File: config.mk
export PLATFORM = sky130hd
export DESIGN_NAME = video_timing
export DESIGN_NICKNAME = d
export VERILOG_FILES = /design/src/rtl/video_timing_pkg.sv /design/src/rtl/video_timing_pixel_ce_div.sv /design/src/rtl/video_timing.sv
export SDC_FILE = /design/constraint.sdc
export NUM_CORES = 1
export LEC_CHECK = 0
export BUFFER_PORTS_ARGS = -buffer_cell sky130_fd_sc_hd__buf_2
export CORE_UTILIZATION = 53
export DETAILED_ROUTE_END_ITERATION = 6
export PLACE_DENSITY = 0.78
export SLEW_MARGIN = 20
export SYNTH_ARGS = -nofsm -noshare
export SYNTH_HDL_FRONTEND = slang
export SYNTH_SLANG_ARGS = --single-unit
File: constraint.sdc
create_clock -name clk -period 2.6 [get_ports clk]
set_input_delay 0.52 -clock clk [delete_from_list [all_inputs] [get_ports clk]]
set_output_delay 0.52 -clock clk [all_outputs]
set_load 0.01 [all_outputs]
File: src/rtl/video_timing_pkg.sv
// Shared raster geometry and position types for the timing generator and text buffer.
package video_timing_pkg;

    localparam int unsigned CLK_DIV_DEF = 4;

    localparam int unsigned H_DISPLAY_DEF = 160;
    localparam int unsigned H_FRONT_DEF   = 8;
    localparam int unsigned H_SYNC_DEF    = 16;
    localparam int unsigned H_BACK_DEF    = 16;
    localparam int unsigned H_TOTAL       = H_DISPLAY_DEF + H_FRONT_DEF + H_SYNC_DEF + H_BACK_DEF;

    localparam int unsigned V_DISPLAY_DEF = 120;
    localparam int unsigned V_FRONT_DEF   = 1;
    localparam int unsigned V_SYNC_DEF    = 2;
    localparam int unsigned V_BACK_DEF    = 5;
    localparam int unsigned V_TOTAL       = V_DISPLAY_DEF + V_FRONT_DEF + V_SYNC_DEF + V_BACK_DEF;

    localparam int unsigned HPOS_W  = 8;
    localparam int unsigned VPOS_W  = 7;
    localparam int unsigned FCOUNT_W = 8;

    typedef logic [HPOS_W-1:0]   hpos_t;
    typedef logic [VPOS_W-1:0]   vpos_t;
    typedef logic [FCOUNT_W-1:0] fcount_t;

endpackage

File: src/rtl/video_timing_pixel_ce_div.sv
// Clock divider: one registered pix_ce strobe every CLK_DIV system clocks.
module video_timing_pixel_ce_div #(
    parameter int unsigned CLK_DIV = 4
) (
    input  logic clk,
    input  logic reset,
    output logic pix_ce
);

    localparam int unsigned DIV_W = $clog2(CLK_DIV);
    localparam logic [DIV_W-1:0] DIV_LAST = DIV_W'(CLK_DIV - 1);

    logic [DIV_W-1:0] div_q, div_d;
    logic             pix_ce_q, pix_ce_d;

    // Next divider phase; strobe is aligned with the phase it is computed from.
    always_comb begin
        div_d    = (div_q == DIV_LAST) ? '0 : div_q + DIV_W'(1);
        pix_ce_d = (div_d == DIV_LAST);
    end

    // Divider state, cleared synchronously.
    always_ff @(posedge clk) begin
        if (reset) begin
            div_q    <= '0;
            pix_ce_q <= 1'b0;
        end else begin
            div_q    <= div_d;
            pix_ce_q <= pix_ce_d;
        end
    end

    assign pix_ce = pix_ce_q;

endmodule

File: src/rtl/video_timing.sv
// Raster timing generator: pixel/line counters with registered sync, blank and frame events.
module video_timing
    import video_timing_pkg::*;
#(
    parameter int unsigned CLK_DIV   = CLK_DIV_DEF,
    parameter int unsigned H_DISPLAY = H_DISPLAY_DEF,
    parameter int unsigned H_FRONT   = H_FRONT_DEF,
    parameter int unsigned H_SYNC    = H_SYNC_DEF,
    parameter int unsigned H_BACK    = H_BACK_DEF,
    parameter int unsigned V_DISPLAY = V_DISPLAY_DEF,
    parameter int unsigned V_FRONT   = V_FRONT_DEF,
    parameter int unsigned V_SYNC    = V_SYNC_DEF,
    parameter int unsigned V_BACK    = V_BACK_DEF,
    parameter bit          HS_POL    = 1'b0,
    parameter bit          VS_POL    = 1'b0
) (
    input  logic                clk,
    input  logic                reset,
    input  logic                irq_ack,
    output logic                pix_ce,
    output logic [HPOS_W-1:0]   hpos,
    output logic [VPOS_W-1:0]   vpos,
    output logic                hsync,
    output logic                vsync,
    output logic                display_on,
    output logic                line_start,
    output logic                frame_start,
    output logic                vblank_irq,
    output logic [FCOUNT_W-1:0] frame_count
);

    localparam int unsigned H_TOT = H_DISPLAY + H_FRONT + H_SYNC + H_BACK;
    localparam int unsigned V_TOT = V_DISPLAY + V_FRONT + V_SYNC + V_BACK;

    localparam hpos_t H_LAST   = HPOS_W'(H_TOT - 1);
    localparam hpos_t H_VIS    = HPOS_W'(H_DISPLAY);
    localparam hpos_t HS_FIRST = HPOS_W'(H_DISPLAY + H_FRONT);
    localparam hpos_t HS_LAST  = HPOS_W'(H_DISPLAY + H_FRONT + H_SYNC - 1);
    localparam vpos_t V_LAST   = VPOS_W'(V_TOT - 1);
    localparam vpos_t V_VIS    = VPOS_W'(V_DISPLAY);
    localparam vpos_t V_PREBLK = VPOS_W'(V_DISPLAY - 1);
    localparam vpos_t VS_FIRST = VPOS_W'(V_DISPLAY + V_FRONT);
    localparam vpos_t VS_LAST  = VPOS_W'(V_DISPLAY + V_FRONT + V_SYNC - 1);

    logic    pix_ce_w;
    hpos_t   hpos_q, hpos_d;
    vpos_t   vpos_q, vpos_d;
    logic    hsync_q, hsync_d;
    logic    vsync_q, vsync_d;
    logic    display_on_q, display_on_d;
    logic    line_start_q, line_start_d;
    logic    frame_start_q, frame_start_d;
    logic    irq_q, irq_d;
    fcount_t frame_count_q, frame_count_d;

    video_timing_pixel_ce_div #(
        .CLK_DIV (CLK_DIV)
    ) u_div (
        .clk    (clk),
        .reset  (reset),
        .pix_ce (pix_ce_w)
    );

    // Position advance, wrap events and vblank interrupt (entry beats ack).
    always_comb begin
        hpos_d        = hpos_q;
        vpos_d        = vpos_q;
        line_start_d  = 1'b0;
        frame_start_d = 1'b0;
        frame_count_d = frame_count_q;
        irq_d         = irq_q;
        if (irq_ack) begin
            irq_d = 1'b0;
        end
        if (pix_ce_w) begin
            if (hpos_q == H_LAST) begin
                hpos_d       = '0;
                line_start_d = 1'b1;
                if (vpos_q == V_LAST) begin
                    vpos_d        = '0;
                    frame_start_d = 1'b1;
                    frame_count_d = frame_count_q + FCOUNT_W'(1);
                end else begin
                    vpos_d = vpos_q + VPOS_W'(1);
                end
                if (vpos_q == V_PREBLK) begin
                    irq_d = 1'b1;
                end
            end else begin
                hpos_d = hpos_q + HPOS_W'(1);
            end
        end
    end

    // Decode from the next position so sync/blank land on the same edge as hpos/vpos.
    always_comb begin
        hsync_d      = ((hpos_d >= HS_FIRST) && (hpos_d <= HS_LAST)) ? HS_POL : ~HS_POL;
        vsync_d      = ((vpos_d >= VS_FIRST) && (vpos_d <= VS_LAST)) ? VS_POL : ~VS_POL;
        display_on_d = (hpos_d < H_VIS) && (vpos_d < V_VIS);
    end

    // Timing state registers, cleared synchronously to the top-left of the frame.
    always_ff @(posedge clk) begin
        if (reset) begin
            hpos_q        <= '0;
            vpos_q        <= '0;
            hsync_q       <= ~HS_POL;
            vsync_q       <= ~VS_POL;
            display_on_q  <= 1'b1;
            line_start_q  <= 1'b0;
            frame_start_q <= 1'b0;
            irq_q         <= 1'b0;
            frame_count_q <= '0;
        end else begin
            hpos_q        <= hpos_d;
            vpos_q        <= vpos_d;
            hsync_q       <= hsync_d;
            vsync_q       <= vsync_d;
            display_on_q  <= display_on_d;
            line_start_q  <= line_start_d;
            frame_start_q <= frame_start_d;
            irq_q         <= irq_d;
            frame_count_q <= frame_count_d;
        end
    end

    assign pix_ce      = pix_ce_w;
    assign hpos        = hpos_q;
    assign vpos        = vpos_q;
    assign hsync       = hsync_q;
    assign vsync       = vsync_q;
    assign display_on  = display_on_q;
    assign line_start  = line_start_q;
    assign frame_start = frame_start_q;
    assign vblank_irq  = irq_q;
    assign frame_count = frame_count_q;

endmodule

-- After elaboration in Yosys (flattened, before gate mapping)
Cells that the tools add are included.
- bits in registers: 32
- RAM bits: 0
- bits in read-only memories: 0
- word-level logic and storage cells: 48
- memories kept: 0
- latch bits: 0
- input port bits: 3
- mux-type cells: 14
- multiply operators: 0
- div/mod/pow operators: 0
- bitwise logic cells: 2
- shift-type cells: 0
- order comparisons: 6
- add/sub/neg operators: 4
- reduce and logical (&&, ||, !) cells: 6
- equal/unequal tests: 5
- operator list (operator ; count):
    7-bit two-way mux ; 3
    8-bit by 1-bit adder with 8-bit output (second input constant) ; 2
    8-bit two-way mux ; 2
    7-bit equality test (second input constant) ; 2
    8-bit equality test (second input constant) ; 1
    8-bit >= comparator (second input constant) ; 1
    8-bit <= comparator (second input constant) ; 1
    8-bit < comparator (second input constant) ; 1
    1-bit two-way mux ; 8
    7-bit by 1-bit adder with 7-bit output (second input constant) ; 1
    7-bit >= comparator (second input constant) ; 1
    7-bit <= comparator (second input constant) ; 1
    7-bit < comparator (second input constant) ; 1
    2-bit equality test (second input constant) ; 2
    1-bit logical AND ; 3
    3-bit AND reduction ; 1
    3-bit OR reduction ; 1
    2-bit by 1-bit adder with 2-bit output (second input constant) ; 1
    2-bit two-way mux ; 1
    1-bit NOT ; 2
    2-bit OR reduction ; 1

-- Logic depth before layout (Yosys ltp)
- word-level depth: 7
- depth in mapped cells: 7
- mapped depth without buffers: 6

-- Cells and area by module
From an unflattened synthesis, not the netlist that was laid out.
- cell total of the unflattened synthesis: 164
- area total of the unflattened synthesis: 1482.7 um^2
- by module, submodules not included (module ; instances ; area each (um^2) ; cells each ; seq. area each (um^2)):
    video_timing ; 1 ; 1373.8 ; 155 ; 580.6
    video_timing_pixel_ce_div ; 1 ; 108.9 ; 9 ; 60.1

-- Worst setup path before layout
Ideal clock, no wire load.
- kind: reg2reg
- from: register hpos_q[3], in the netlist hpos[3]
- to: register vsync_q, in the netlist vsync
- setup time: 134 ps
- path buffers: 2
- arrival: 2124 ps
- data required time: 2466 ps
- setup slack: 342 ps
- clock period less this slack: 2258 ps
- stages on the path, launching flop included: 8
- cell sequence: dfxtp_1 > buf_6 > or4b_4 > buf_6 > o31a_1 > a31oi_2 > nand3_1 > or4b_1
- word-level cells in the longest chain between the ends: 6
- RTL lines (item ; RTL line ; text):
    from (decl) ; video_timing.sv:46 ; hpos_t hpos_q, hpos_d;
    from (signal assigned) ; video_timing.sv:115 ; hpos_q <= hpos_d;
    8-bit equality test * ; video_timing.sv:76 ; if (hpos_q == H_LAST) begin
    7-bit two-way mux * ; video_timing.sv:76 ;
    7-bit two-way mux * ; video_timing.sv:75 ; if (pix_ce_w) begin
    7-bit >= comparator or 7-bit <= comparator (tied branches) ; video_timing.sv:98 ; vsync_d = ((vpos_d >= VS_FIRST) && (vpos_d <= VS_LAST)) ? VS_POL : ~VS_POL;
    1-bit logical AND * ; video_timing.sv:98 ;
    1-bit two-way mux * ; video_timing.sv:98 ;
    to (signal assigned) ; video_timing.sv:108 ; vsync_q <= ~VS_POL;
    to (signal assigned) ; video_timing.sv:118 ; vsync_q <= vsync_d;
    to (decl) ; video_timing.sv:49 ; logic vsync_q, vsync_d;
Every way passes the cells marked *; elsewhere a longest branch is shown, timed or not.
A chain may end at the register's enable or synchronous reset.

-- Worst setup path in the final report
- from: register hpos_q[4], in the netlist hpos[4]
- to: register vsync_q, in the netlist vsync
Same word-level chain as after synthesis.

==> out/summary.log <==
qor: run_status.outcome finished clean
qor: clocking.cts-buffers-inserted 5
qor: clocking.clkLatencyLatePin 0.34 ns
qor: die.initial_utilization 56.10%
qor: synthesis.netlist_area 1560 µm²
qor: die.die_area 3165 µm²
qor: clocking.cts_hold_buffers 0
qor: clocking.clock_root_cell clkbuf_4
qor: worst_setup_path.setup.worst_path.start hpos[4]
qor: routing.vias 1362
qor: grt.first_global_vias 1213
qor: sta.count_of_final_max_slew_check_failures 0
qor: synthesis.synth-xor-area-share 8.420%
qor: synthesis.synth_cell_type_count 41
qor: pwr.max-vdd-ir-drop 0.4098 mV
qor: sta.timing.final.crit_share 86.27%
qor: final_layout.layoutNonFillerInstCount 240
qor: worst_hold_path.hold_path_startpoint u_div.div_q[0]
qor: final_layout.diodes 0
qor: final_layout.fin_area 1821 µm²
qor: sta.worst_relative_slew_slack 60.06%
qor: synthesis.largest_family_of_logic_cells_by_synthesized_area simple AND/OR/NAND/NOR gates
qor: sta.hold_ws 0.4640 ns
qor: clocking.clock_tree.buffer_depth 2
qor: grt.grt_max_degree 32
qor: synthesis.synth_area_leaders dfxtp_1, xor2_1, nor2_1
qor: final_layout.area_delta_synth_final 16.68%
qor: worst_setup_path.crit_end_element flop
qor: synthesis.post_synth_and_or_nand_nor_area_fraction 32.08%
qor: placed_design.dp.final_hpwl 2221 µm
qor: clocking.tritoncts_clock_tree done
qor: synthesis.synth_top_area_share 41.06%
qor: worst_setup_path.r2r_cells 5
qor: clocking.postCtsSetupBuffers 0
qor: die.coreArea 2781 µm²
qor: sta.grt_setup_unrepaired false
qor: grt.globalRoute.totalOverflow 0
qor: placed_design.dp_area 1725 µm²
qor: worst_setup_path.worstSetupPathType reg2reg
qor: placed_design.port_buffers 32
qor: worst_hold_path.hp-class reg2reg
qor: sta.fmaxAchievable 445.9 MHz
qor: worst_hold_path.worst_hold_path.num_cells 1
qor: sta.final_period_minus_worst_setup_slack 2.243 ns
qor: synthesis.synth.top_cells.by_count dfxtp_1, nor2_1, nand2_1, nand4_1, xor2_1
qor: worst_setup_path.start_kind flop
qor: grt.antenna_found_initial 0
qor: placed_design.post-place-ws 0.3704 ns
qor: pwr.power-per-cell-area 533.0 nW/µm²
qor: synthesis.syn_avg_cell_area 8.916 µm²
qor: pwr.power_leakage 0.7737 nW
qor: synthesis.postSynth.topFlopCell dfxtp_1
qor: worst_setup_path.cp_data_arrival_time 2.46 ns
qor: die.ios 33
qor: synthesis.post_synth_inst_count 175
qor: placed_design.gpl.final_weighted_congestion 0.8416
qor: synthesis.post_synth_fa_ha_maj_area_fraction 4.812%
qor: worst_setup_path.critPathMaxFanout 9
qor: final_layout.finalNetCount 217
qor: placed_design.dpl.cell_count 232
qor: final_layout.share_of_the_core_filled_with_cells_in_the_final_layout 65.45%
qor: synthesis.portion_of_the_post_synthesis_area_used_by_sequential_elements 41.06%
qor: routing.dr.first_iter.drc_count 66
qor: final_layout.seqCellArea 640.6 µm²
qor: grt.grt_usage 21.45%
qor: die.rows 19
qor: synthesis.synth_top_cell_by_area dfxtp_1
qor: routing.drc_errors 0
qor: sta.postLayoutSetupSlackWorst 0.3571 ns
qor: sta.timing_worst_slew_pin_value 0.5947 ns
qor: synthesis.synthesis.nets 184
qor: routing.avgRoutedWirePerCell 13.04 µm
qor: synthesis.synth_compound_gate_area_share 8.019%
qor: final_layout.fill_cells 233
qor: routing.drt_pass1_iterations 4
qor: synthesis.synth.area.mux_share 2.005%
qor: clocking.cts_sinks 32
qor: routing.vias_per_cell 5.675
qor: sta.fin_worst_skew 0.004538 ns
qor: pwr.totalPowerFinal 0.9703 mW
qor: synthesis.yosysWarningCount 0
qor: synthesis.post-synth-top-count-cell dfxtp_1
qor: sta.finalHoldViolCount 0
qor: clocking.cts_max_level 2
qor: die.chipHeight 56.26 µm
qor: routing.routed_wirelength 3129 µm
qor: job.max_cap_violations 0
qor: final_layout.area_of_the_multi_input_gates 863.3 µm²
qor: synthesis.synthesized_flop_and_latch_total 32
qor: final_layout.final_layout_size_suffix_gt1_share 23.92%
qor: sta.setup_viol_count_final 0
qor: worst_setup_path.worst-endpoint-required 2.82 ns
qor: clocking.clkSlewWorstSetupHoldPaths 0.09 ns
qor: worst_setup_path.r2r_start hpos[4]
qor: clocking.cts-resized-gates 0
qor: sta.final.setup.tns 0 ns
qor: routing.detail-route-antenna-nets 0
qor: synthesis.synth-async-reset-ratio 0%
qor: synthesis.number_of_synthesized_flops_with_an_enable_pin 0
qor: die.die-width 56.26 µm
qor: grt.grt_pass1_wl 5271 µm
report_power, final:
group / internal, mW / switching [mW]
Clock: 0.255 / 0.171
Combinational: 0.0151 / 0.0229
Sequential: 0.498 / 0.00894
state kept, by name, indices dropped and copies added (netlist names):
| signal | cells |
|---|---|
| display_on | 1 |
| frame_count | 8 |
| frame_start | 1 |
| hpos | 8 |
| hsync | 1 |
| line_start | 1 |
| u_div.div_q | 2 |
| u_div.pix_ce | 1 |
| vblank_irq | 1 |
| vpos | 7 |
| vsync | 1 |
layout make-up:
cell class	count	share of cell area, %
clock buffer	7	3.574
timing repair buffer	33	9.210
multi-input combinational	132	47.42
tap	31	2.131
clock inverter	1	1.649
inverter	4	0.8247
sequential	32	35.19
metal layers:
| layer | GRT usage (%) | share of wire (%) | vias to the layer above | wire length (µm) |
|---|---|---|---|---|
| met5 | 0 | 0 | - | 0 |
| met4 | 9.059 | 1.5 | 0 | 48 |
| met3 | 7.373 | 4.5 | 7 | 142 |
| met2 | 33.84 | 48 | 24 | 1490 |
| met1 | 26.69 | 46 | 648 | 1447 |
| li1 | - | - | 683 | - |
cell families (layout without fill, tap and decap cells):
group                      Yosys count  count (layout)
AOI/OAI and AO/OA                   19              19
xor gates and xnor gates            15              15
adders and majority gates            6               6
buffers and inverters               11              45
DFF                                 32              32
muxes                                3               3
and+or+nand+nor                     89              89
layout by cell type, fill, tap and decap left out, types with 2 or more instances in the layout:
master and n:
nor3_1 8, xnor2_1 5, o21ai_0 4, xor2_1 10, and3_1 2, clkbuf_8 2, nand4_1 12, mux2i_1 2
nand3_1 6, inv_1 4, nor2_1 23, nand3b_1 2, or3_1 3, dfxtp_1 32, ha_1 6, a21oi_1 7
nand2_1 17, nor4b_1 2, nor2b_1 3, buf_2 32, clkbuf_4 5
final timing paths:
check	slack [ns]	to
setup reg to reg	0.36	vsync
setup / recovery	0.36	vsync
hold reg to reg	0.46	u_div.div_q[0]
hold / removal	0.46	u_div.div_q[0]
worst max-delay path: stages (launching register included):
cell,delay [ns]
dfxtp_1,0.39
or4b_4,0.63
o31a_1,0.33
a31oi_2,0.18
nand3_1,0.09
or4b_1,0.51
Power figures use the tool's default switching activity.
